===== config.mk =====
export PLATFORM = sky130hd
export DESIGN_NAME = uart_rx_frame
export DESIGN_NICKNAME = d
export VERILOG_FILES = /design/src/rtl/uart_rx_frame.sv
export SDC_FILE = /design/constraint.sdc
export NUM_CORES = 1
export LEC_CHECK = 0
export BUFFER_PORTS_ARGS = -buffer_cell sky130_fd_sc_hd__buf_2
export CORE_MARGIN = 4
export CORE_UTILIZATION = 60
export CTS_CLUSTER_SIZE = 28
export DETAILED_ROUTE_END_ITERATION = 12
export PLACE_DENSITY = 0.89
export SYNTH_ARGS = -nofsm -noshare
export SYNTH_HDL_FRONTEND = slang
export SYNTH_SLANG_ARGS = --single-unit

===== constraint.sdc =====
create_clock -name clk -period 3.3 [get_ports clk]
set_input_delay 0 -clock clk [delete_from_list [all_inputs] [get_ports clk]]
set_output_delay 0 -clock clk [all_outputs]
set_load 0.02 [all_outputs]

===== src/rtl/uart_rx_frame.sv =====
// uart_rx_frame
//   8N1 serial receive stage feeding the UART command parser.
//   The asynchronous ser_in line is synchronised first. Each bit is then
//   sampled at its midpoint, using the OVERSAMPLE x baud enable from the
//   baud generator.
//
// Ports
//   clk          system clock
//   rst_n        asynchronous active-low reset
//   baud_tick    one-clk enable at OVERSAMPLE x baud rate
//   ser_in       asynchronous serial line, idle high
//   rx_data      last good byte (LSB received first), held until next good frame
//   new_rx_data  one-clk strobe: rx_data has just been updated
//   frame_err    one-clk strobe: stop bit sampled low
//   rx_busy      high whenever the receiver is not idle
//   line_break   level: all-zero frame with low stop, held until the line returns high
module uart_rx_frame #(
  parameter int unsigned OVERSAMPLE  = 16,
  parameter int unsigned SYNC_STAGES = 2
) (
  input  logic       clk,
  input  logic       rst_n,
  input  logic       baud_tick,
  input  logic       ser_in,
  output logic [7:0] rx_data,
  output logic       new_rx_data,
  output logic       frame_err,
  output logic       rx_busy,
  output logic       line_break
);

  localparam int unsigned CW = $clog2(OVERSAMPLE);
  localparam logic [CW-1:0] MID  = CW'(OVERSAMPLE / 2 - 1);
  localparam logic [CW-1:0] LAST = CW'(OVERSAMPLE - 1);

  typedef enum logic [2:0] {
    S_IDLE,
    S_START,
    S_DATA,
    S_STOP,
    S_WAIT_IDLE
  } state_t;

  logic [SYNC_STAGES-1:0] r_sync;
  logic                   w_rx_s;

  state_t        r_state,    w_state_nxt;
  logic [CW-1:0] r_tick_cnt, w_tick_nxt;
  logic [2:0]    r_bit_idx,  w_bit_nxt;
  logic [7:0]    r_shift,    w_shift_nxt;
  logic [7:0]    r_rx_data,  w_data_nxt;
  logic          r_new,      w_new_nxt;
  logic          r_ferr,     w_ferr_nxt;
  logic          r_break,    w_break_nxt;

  // Metastability synchroniser. It resets to the idle (high) level so that
  // reset release never looks like a start edge.
  always_ff @(posedge clk or negedge rst_n) begin
    if (!rst_n) begin
      r_sync <= '1;
    end else begin
      r_sync <= {r_sync[SYNC_STAGES-2:0], ser_in};
    end
  end

  assign w_rx_s = r_sync[SYNC_STAGES-1];

  always_ff @(posedge clk or negedge rst_n) begin
    if (!rst_n) begin
      r_state    <= S_IDLE;
      r_tick_cnt <= '0;
      r_bit_idx  <= '0;
      r_shift    <= '0;
      r_rx_data  <= '0;
      r_new      <= 1'b0;
      r_ferr     <= 1'b0;
      r_break    <= 1'b0;
    end else begin
      r_state    <= w_state_nxt;
      r_tick_cnt <= w_tick_nxt;
      r_bit_idx  <= w_bit_nxt;
      r_shift    <= w_shift_nxt;
      r_rx_data  <= w_data_nxt;
      r_new      <= w_new_nxt;
      r_ferr     <= w_ferr_nxt;
      r_break    <= w_break_nxt;
    end
  end

  always_comb begin
    w_state_nxt = r_state;
    w_tick_nxt  = r_tick_cnt;
    w_bit_nxt   = r_bit_idx;
    w_shift_nxt = r_shift;
    w_data_nxt  = r_rx_data;
    w_new_nxt   = 1'b0;
    w_ferr_nxt  = 1'b0;
    w_break_nxt = r_break;

    case (r_state)
      // Start-edge detection runs on every clk, not only on baud_tick.
      S_IDLE: begin
        if (!w_rx_s) begin
          w_state_nxt = S_START;
          w_tick_nxt  = '0;
        end
      end

      // Confirm the start bit at its midpoint. A high level here means a glitch.
      S_START: begin
        if (baud_tick) begin
          if (r_tick_cnt == MID) begin
            w_tick_nxt = '0;
            if (!w_rx_s) begin
              w_state_nxt = S_DATA;
              w_bit_nxt   = '0;
            end else begin
              w_state_nxt = S_IDLE;
            end
          end else begin
            w_tick_nxt = r_tick_cnt + 1'b1;
          end
        end
      end

      // Counting from the start midpoint, a full bit period lands on each
      // data bit midpoint.
      S_DATA: begin
        if (baud_tick) begin
          if (r_tick_cnt == LAST) begin
            w_tick_nxt  = '0;
            w_shift_nxt = {w_rx_s, r_shift[7:1]};
            w_bit_nxt   = r_bit_idx + 3'd1;
            if (r_bit_idx == 3'd7) begin
              w_state_nxt = S_STOP;
            end
          end else begin
            w_tick_nxt = r_tick_cnt + 1'b1;
          end
        end
      end

      // Return to IDLE at the stop-bit midpoint, so a back-to-back start
      // edge half a bit later is still caught.
      S_STOP: begin
        if (baud_tick) begin
          if (r_tick_cnt == LAST) begin
            w_tick_nxt = '0;
            if (w_rx_s) begin
              w_data_nxt  = r_shift;
              w_new_nxt   = 1'b1;
              w_state_nxt = S_IDLE;
            end else begin
              w_ferr_nxt  = 1'b1;
              w_state_nxt = S_WAIT_IDLE;
              if (r_shift == 8'h00) begin
                w_break_nxt = 1'b1;
              end
            end
          end else begin
            w_tick_nxt = r_tick_cnt + 1'b1;
          end
        end
      end

      // After a framing error, wait on every clk for the line to go idle.
      S_WAIT_IDLE: begin
        if (w_rx_s) begin
          w_break_nxt = 1'b0;
          w_state_nxt = S_IDLE;
        end
      end

      default: begin
        w_state_nxt = S_IDLE;
      end
    endcase
  end

  assign rx_data     = r_rx_data;
  assign new_rx_data = r_new;
  assign frame_err   = r_ferr;
  assign line_break  = r_break;
  assign rx_busy     = (r_state != S_IDLE);

endmodule


==> run summary, run 1 <==
Max clock buf depth: 2
Hold WS: 0.219 ns
Total vias in the final route: 1063
DP Wirelength: 1960 um
Arr. time, crit path: 2.16 ns
WL/cell: 16.8 um
Period utilization: 0.587
P_leak: 0.837 nW
Setup tns final: 0 ns
Htree depth: 2
DR iter-0 viols: 39
Syn Area/Cell: 12.5 sq um
CTS Sinks: 31
Number of unique standard cell types used by synthesis: 40
Register-to-Register Path Depth: 5
Max FO, Critical Path: 9
TritonCTS clock tree: yes
DRT antenna net count: 0
Hold Path Class: in -> async
Status: finished clean
First-pass GRT wire length: 5090 um
Asr flop ratio synth: 1.00
RD Place Congestion: 0.910
Remaining Overflow, GRT: 0
Power share of the clock group: 0.319
Clk pin slew, worst setup/hold paths: 0.10 ns
Worst VDD drop: 0.000568 V
Synthesized area: 1470 sq um
Area growth syn-to-layout: 13.9%
Total track usage: 0.204
Fmax: 0.517 GHz
WP data required: 3.53 ns
CTS buffer count: 5
Setup bufs post-CTS: 0
Crit path launch type: flip-flop
Nets: 146
Max-slew headroom: 0.558
Root Buffer: clkbuf_4
Final worst clock skew: 0.00921 ns
# IOs: 16
DRC Markers: 0
Register area share after synthesis: 0.528
Sequential share of power: 0.480
Internal power: 0.000674 W
DIE AREA: 3310 sq um
Worst-Skew Late Latency: 0.34 ns
Pwr per Cell Area: 582 nW/um^2
Port Buffer Count: 15
Slew Viols, Final: 0
RSZ-0062 raised after global routing: no
Crit path from: r_tick_cnt[0]
Synth Register Bits: 31
Endpoints failing hold: 0
Drt total wl: 2830 um
Post-synth EDFFs: 0
CP max-delay cell: nor4_4
Final min period: 1.94 ns
Final setup fails: 0
Initial Util: 0.647
Synth warnings: 0
Reg2reg end: r_shift[7]
Critical-path cell list: ha_1 -> and3_4 -> nand2_4 -> nor4_4 -> mux2_2
Critical path class: reg -> reg
Switching power: 0.000303 W
Floorplan row count: 17
Core area: 2280 sq um
Largest net degree at the start of global routing: 32
Fill count: 144
Worst-Margin Slew: 0.663 ns
Initial antenna violation count: 0
CP Capture Type: flip-flop
Share of cells above drive strength 1: 0.364
Crit path to: r_shift[7]
Post-layout util: 0.737
TritonRoute pass-1 iters: 4
Worst R2R Setup Slack: 1.36 ns
Post-Synthesis Net Count: 125
Antenna Diode Count: 0
Post-DR vias/cell: 6.33
Top_reg_cell synth: dfrtp_1
Chip width: 57.5 um
Pwr Total: 0.000977 W
Die Span Y: 57.5 um
Max_cap viols: 0
CP max stage delay: 0.44 ns
Sw Share: 0.310
Vias in the first global route: 1065
Critical R2R Launch: r_tick_cnt[0]
Gate power share: 0.201
Cells after synthesis: 118
-- routing by layer --
layer	track usage	wire (um)	up-vias
li1	-	-	493
met1	0.267	1250	518
met2	0.313	1360	45
met3	0.0792	183	7
met4	0.0596	40	0
met5	0	0	-
-- how the worst min path moves through the flow --
stage / end / slack (ns) / startpoint
3_5_place_dp: r_state[0] / 0.06 / rst_n
4_1_cts: r_state[0] / 0.23 / rst_n
3_3_place_gp: r_state[0] / 0.06 / rst_n
6_report: r_shift[1] / 0.22 / rst_n
5_1_grt: r_shift[1] / 0.28 / rst_n
2_1_floorplan: frame_err / -0.30 / rst_n
-- critical path: cells and delay by family (launching register included) --
family | cells | cell delay [ns]
adders and majority gates | 1 | 0.26
DFF | 1 | 0.41
muxes | 1 | 0.40
and+or+nand+nor | 3 | 0.76
-- cells in the final DEF, fill, tap and decap left out, types with 3 or more instances in the layout --
cell type / Yosys / layout
clkbuf_4: 0 / 5
nor4_1: 5 / 5
and3_1: 3 / 3
nor2_1: 4 / 4
ha_1: 3 / 3
dfrtp_1: 29 / 29
buf_2: 2 / 15
o21ai_0: 5 / 5
nand3_1: 3 / 3
inv_1: 5 / 5
mux2_2: 20 / 20
dlygate4sd3_1: 0 / 3
a21oi_1: 4 / 4
-- cells in the mapped netlist, types with 2 or more instances --
library cell | number | share of area
buf_2 | 2 | 0.0068
o211ai_1 | 2 | 0.010
o21ai_0 | 5 | 0.017
or3_1 | 2 | 0.0085
inv_1 | 5 | 0.013
ha_1 | 3 | 0.025
and3_1 | 3 | 0.013
a21oi_1 | 4 | 0.014
nand4_1 | 2 | 0.0085
nor2_1 | 4 | 0.010
dfstp_2 | 2 | 0.036
dfrtp_1 | 29 | 0.49
nand4b_1 | 2 | 0.012
or3b_1 | 2 | 0.012
nor4_1 | 5 | 0.021
mux2_2 | 20 | 0.15
nand3_1 | 3 | 0.010
-- registers in the layout, indices dropped and copies added (netlist names) --
register / flops
r_shift: 8
line_break: 1
r_bit_idx: 3
r_state: 3
new_rx_data: 1
r_sync: 2
r_tick_cnt: 4
frame_err: 1
rx_data: 8
-- cells by family after synthesis --
group	synth area share
simple gates	0.163
flops	0.528
compound gates	0.0969
mux	0.153
buf+inv	0.0272
fa+ha+maj	0.0255
xor+xnor	0.00595
-- what timing repair did --
item                                   4_1_cts  5_1_grt
endpoints found under the hold margin       31        0
hold buffers                                 3        0
gates resized for setup                      0        0
-- power by group through the flow --
stage	Sequential, W	Clock (W)	Combinational, W
6_report	0.000469	0.000311	0.000196
5_1_grt	0.000478	0.000336	0.000221
4_1_cts	0.000467	0.000318	0.000196
3_5_place_dp	0.000474	0	0.000193
3_3_place_gp	0.000469	0	0.000181
2_1_floorplan	0.000446	0	0.000164
-- stage by stage --
step	std cells	setup WS, ns	cell area (sq um)
detailed placement	157	1.39	1560
floorplan	118	1.60	1470
CTS	168	1.37	1680
finish	168	1.36	1680
global placement	157	1.48	1560
global route	168	1.24	1680
-- area by class of cell --
cell class                      count  area, sq um  share of cell area
Timing Repair Buffer               18          105              0.0626
Sequential cell                    31          778               0.464
Tap cell                           28         35.0              0.0209
Clock buffer                        6         51.3              0.0306
Inverter                            5         18.8              0.0112
Multi-Input combinational cell     78          654               0.390
Clock inverter                      2         35.0              0.0209
No activity file was read; power rests on OpenSTA's default activity.
==> run 2: changes to the inputs <==
CORE_UTILIZATION = 57   (was 60)
PLACE_DENSITY = 0.86   (was 0.89)
clock period = 1.8 ns   (was 3.3 ns; I/O delays follow)
==> run summary, run 2 (synthesis gave the netlist of run 1 again) <==
Critical path class: reg -> reg
Post-route cell area: 1720 sq um
Arr. time, crit path: 1.93 ns
Post-DR vias/cell: 6.14
Max_cap viols: 0
Hold Path Class: in -> reg
Die Span Y: 58.8 um
Gate power share: 0.255
Critical R2R Launch: r_tick_cnt[0]
Commonest non-fill, non-tap cell in the layout: dfrtp_1
Worst-Skew Late Latency: 0.33 ns
Pwr per Cell Area: 996 nW/um^2
Root Buffer: clkbuf_4
Crit path from: r_tick_cnt[0]
Nets: 153
CTS buffer count: 5
Max clock buf depth: 2
DR iter-0 viols: 58
Worst VDD drop: 0.000692 V
Floorplan row count: 18
Final min period: 1.72 ns
TritonRoute pass-1 iters: 4
Max-slew headroom: 0.554
WP data required: 2.01 ns
Share of cells above drive strength 1: 0.401
DP Wirelength: 2160 um
Sw Share: 0.332
Slew Viols, Final: 0
Total track usage: 0.204
DIE AREA: 3460 sq um
Sequential share of power: 0.497
Endpoints failing hold: 0
Chip width: 58.8 um
Remaining Overflow, GRT: 0
Fmax: 0.583 GHz
Power share of the clock group: 0.248
Clk pin slew, worst setup/hold paths: 0.09 ns
CP Capture Type: flip-flop
Crit path launch type: flip-flop
DP Area: 1640 sq um
Setup bufs post-CTS: 0
Setup tns final: 0 ns
Antenna Diode Count: 0
Htree depth: 2
Core area: 2480 sq um
CTS Sinks: 31
DRC Markers: 0
# IOs: 16
Final setup fails: 0
RD Place Congestion: 0.844
Total vias in the final route: 1087
Fill count: 181
Period utilization: 0.953
Max FO, Critical Path: 5
TritonCTS clock tree: yes
RSZ-0062 raised after global routing: yes
Most frequent cells in the layout: 28 x dfrtp_1, 20 x mux2_2, 15 x buf_2
Switching power: 0.000567 W
Drt total wl: 3040 um
Port Buffer Count: 15
DRT antenna net count: 0
Status: finished clean
Worst-Margin Slew: 0.669 ns
Internal power: 0.00114 W
Largest net degree at the start of global routing: 32
Area growth syn-to-layout: 16.7%
First-pass GRT wire length: 5180 um
Vias in the first global route: 1073
Initial antenna violation count: 0
P_leak: 0.863 nW
Hold Path Origin: baud_tick
Final worst clock skew: 0.0103 ns
Initial Util: 0.594
WL/cell: 17.2 um
-- run 2: power by group through the flow --
stage	sequential, W	combinational (W)	clock, W
after floorplan	0.000818	0.000301	0
after global placement	0.000853	0.000397	0
after detailed placement	0.000858	0.000417	0
after CTS	0.000845	0.000429	0.000433
after global routing	0.000866	0.000481	0.000469
final	0.000849	0.000437	0.000424
-- run 2: layout make-up --
class	instances	area, sq um	share of cell area
flip-flops and latches	31	779	0.454
well taps	30	37.5	0.0218
clock buffers	7	55.1	0.0320
multi-input cells	78	654	0.381
repair buffers	25	168	0.0976
inverters	5	18.8	0.0109
clock inverters	1	5.00	0.00291
-- run 2: timing repair --
action                     4_1_cts  5_1_grt
gates resized for setup          0        2
hold buffers                     2        0
hold endpoints to repair        30        0
setup endpoints to repair        0        4
-- run 2: worst max-delay path, stage by stage (launching register included) --
cell and delay, ns:
dfrtp_1 0.42, ha_1 0.22, buf_4 0.15, nand2_1 0.16
nor2_1 0.10, nand4b_1 0.19, mux2_2 0.37
-- run 2: stage by stage --
stage	setup WS (ns)	util	std cells	power [W]	hold slack [ns]
4_1_cts	0.0768	0.693	177	0.00171	0.00578
6_report	0.0847	0.693	177	0.00171	0.0163
3_3_place_gp	0.146	0.661	167	0.00125	0.0582
2_1_floorplan	0.0964	-	118	0.00112	-0.296
3_5_place_dp	0.101	0.661	167	0.00127	0.0810
5_1_grt	-0.00187	0.693	177	0.00182	0.0145
-- run 2: final timing paths --
check                                to  slack [ns]  cells past startpoint
min in group asynchronous    rx_data[0]        0.22                      2
setup reg to reg           r_bit_idx[2]        0.08                      6
hold / removal                frame_err        0.02                      3
max in group asynchronous    r_state[0]        1.11                      2
setup / recovery           r_bit_idx[2]        0.08                      6
hold reg to reg               r_sync[1]        0.36                      0
-- run 2: metal layers --
layer,global-route usage,part of all wire,vias up
li1,-,-,502
met2,0.320,0.50,46
met4,0.120,0.019,0
met3,0.0526,0.061,7
met5,0,0,-
met1,0.251,0.42,532
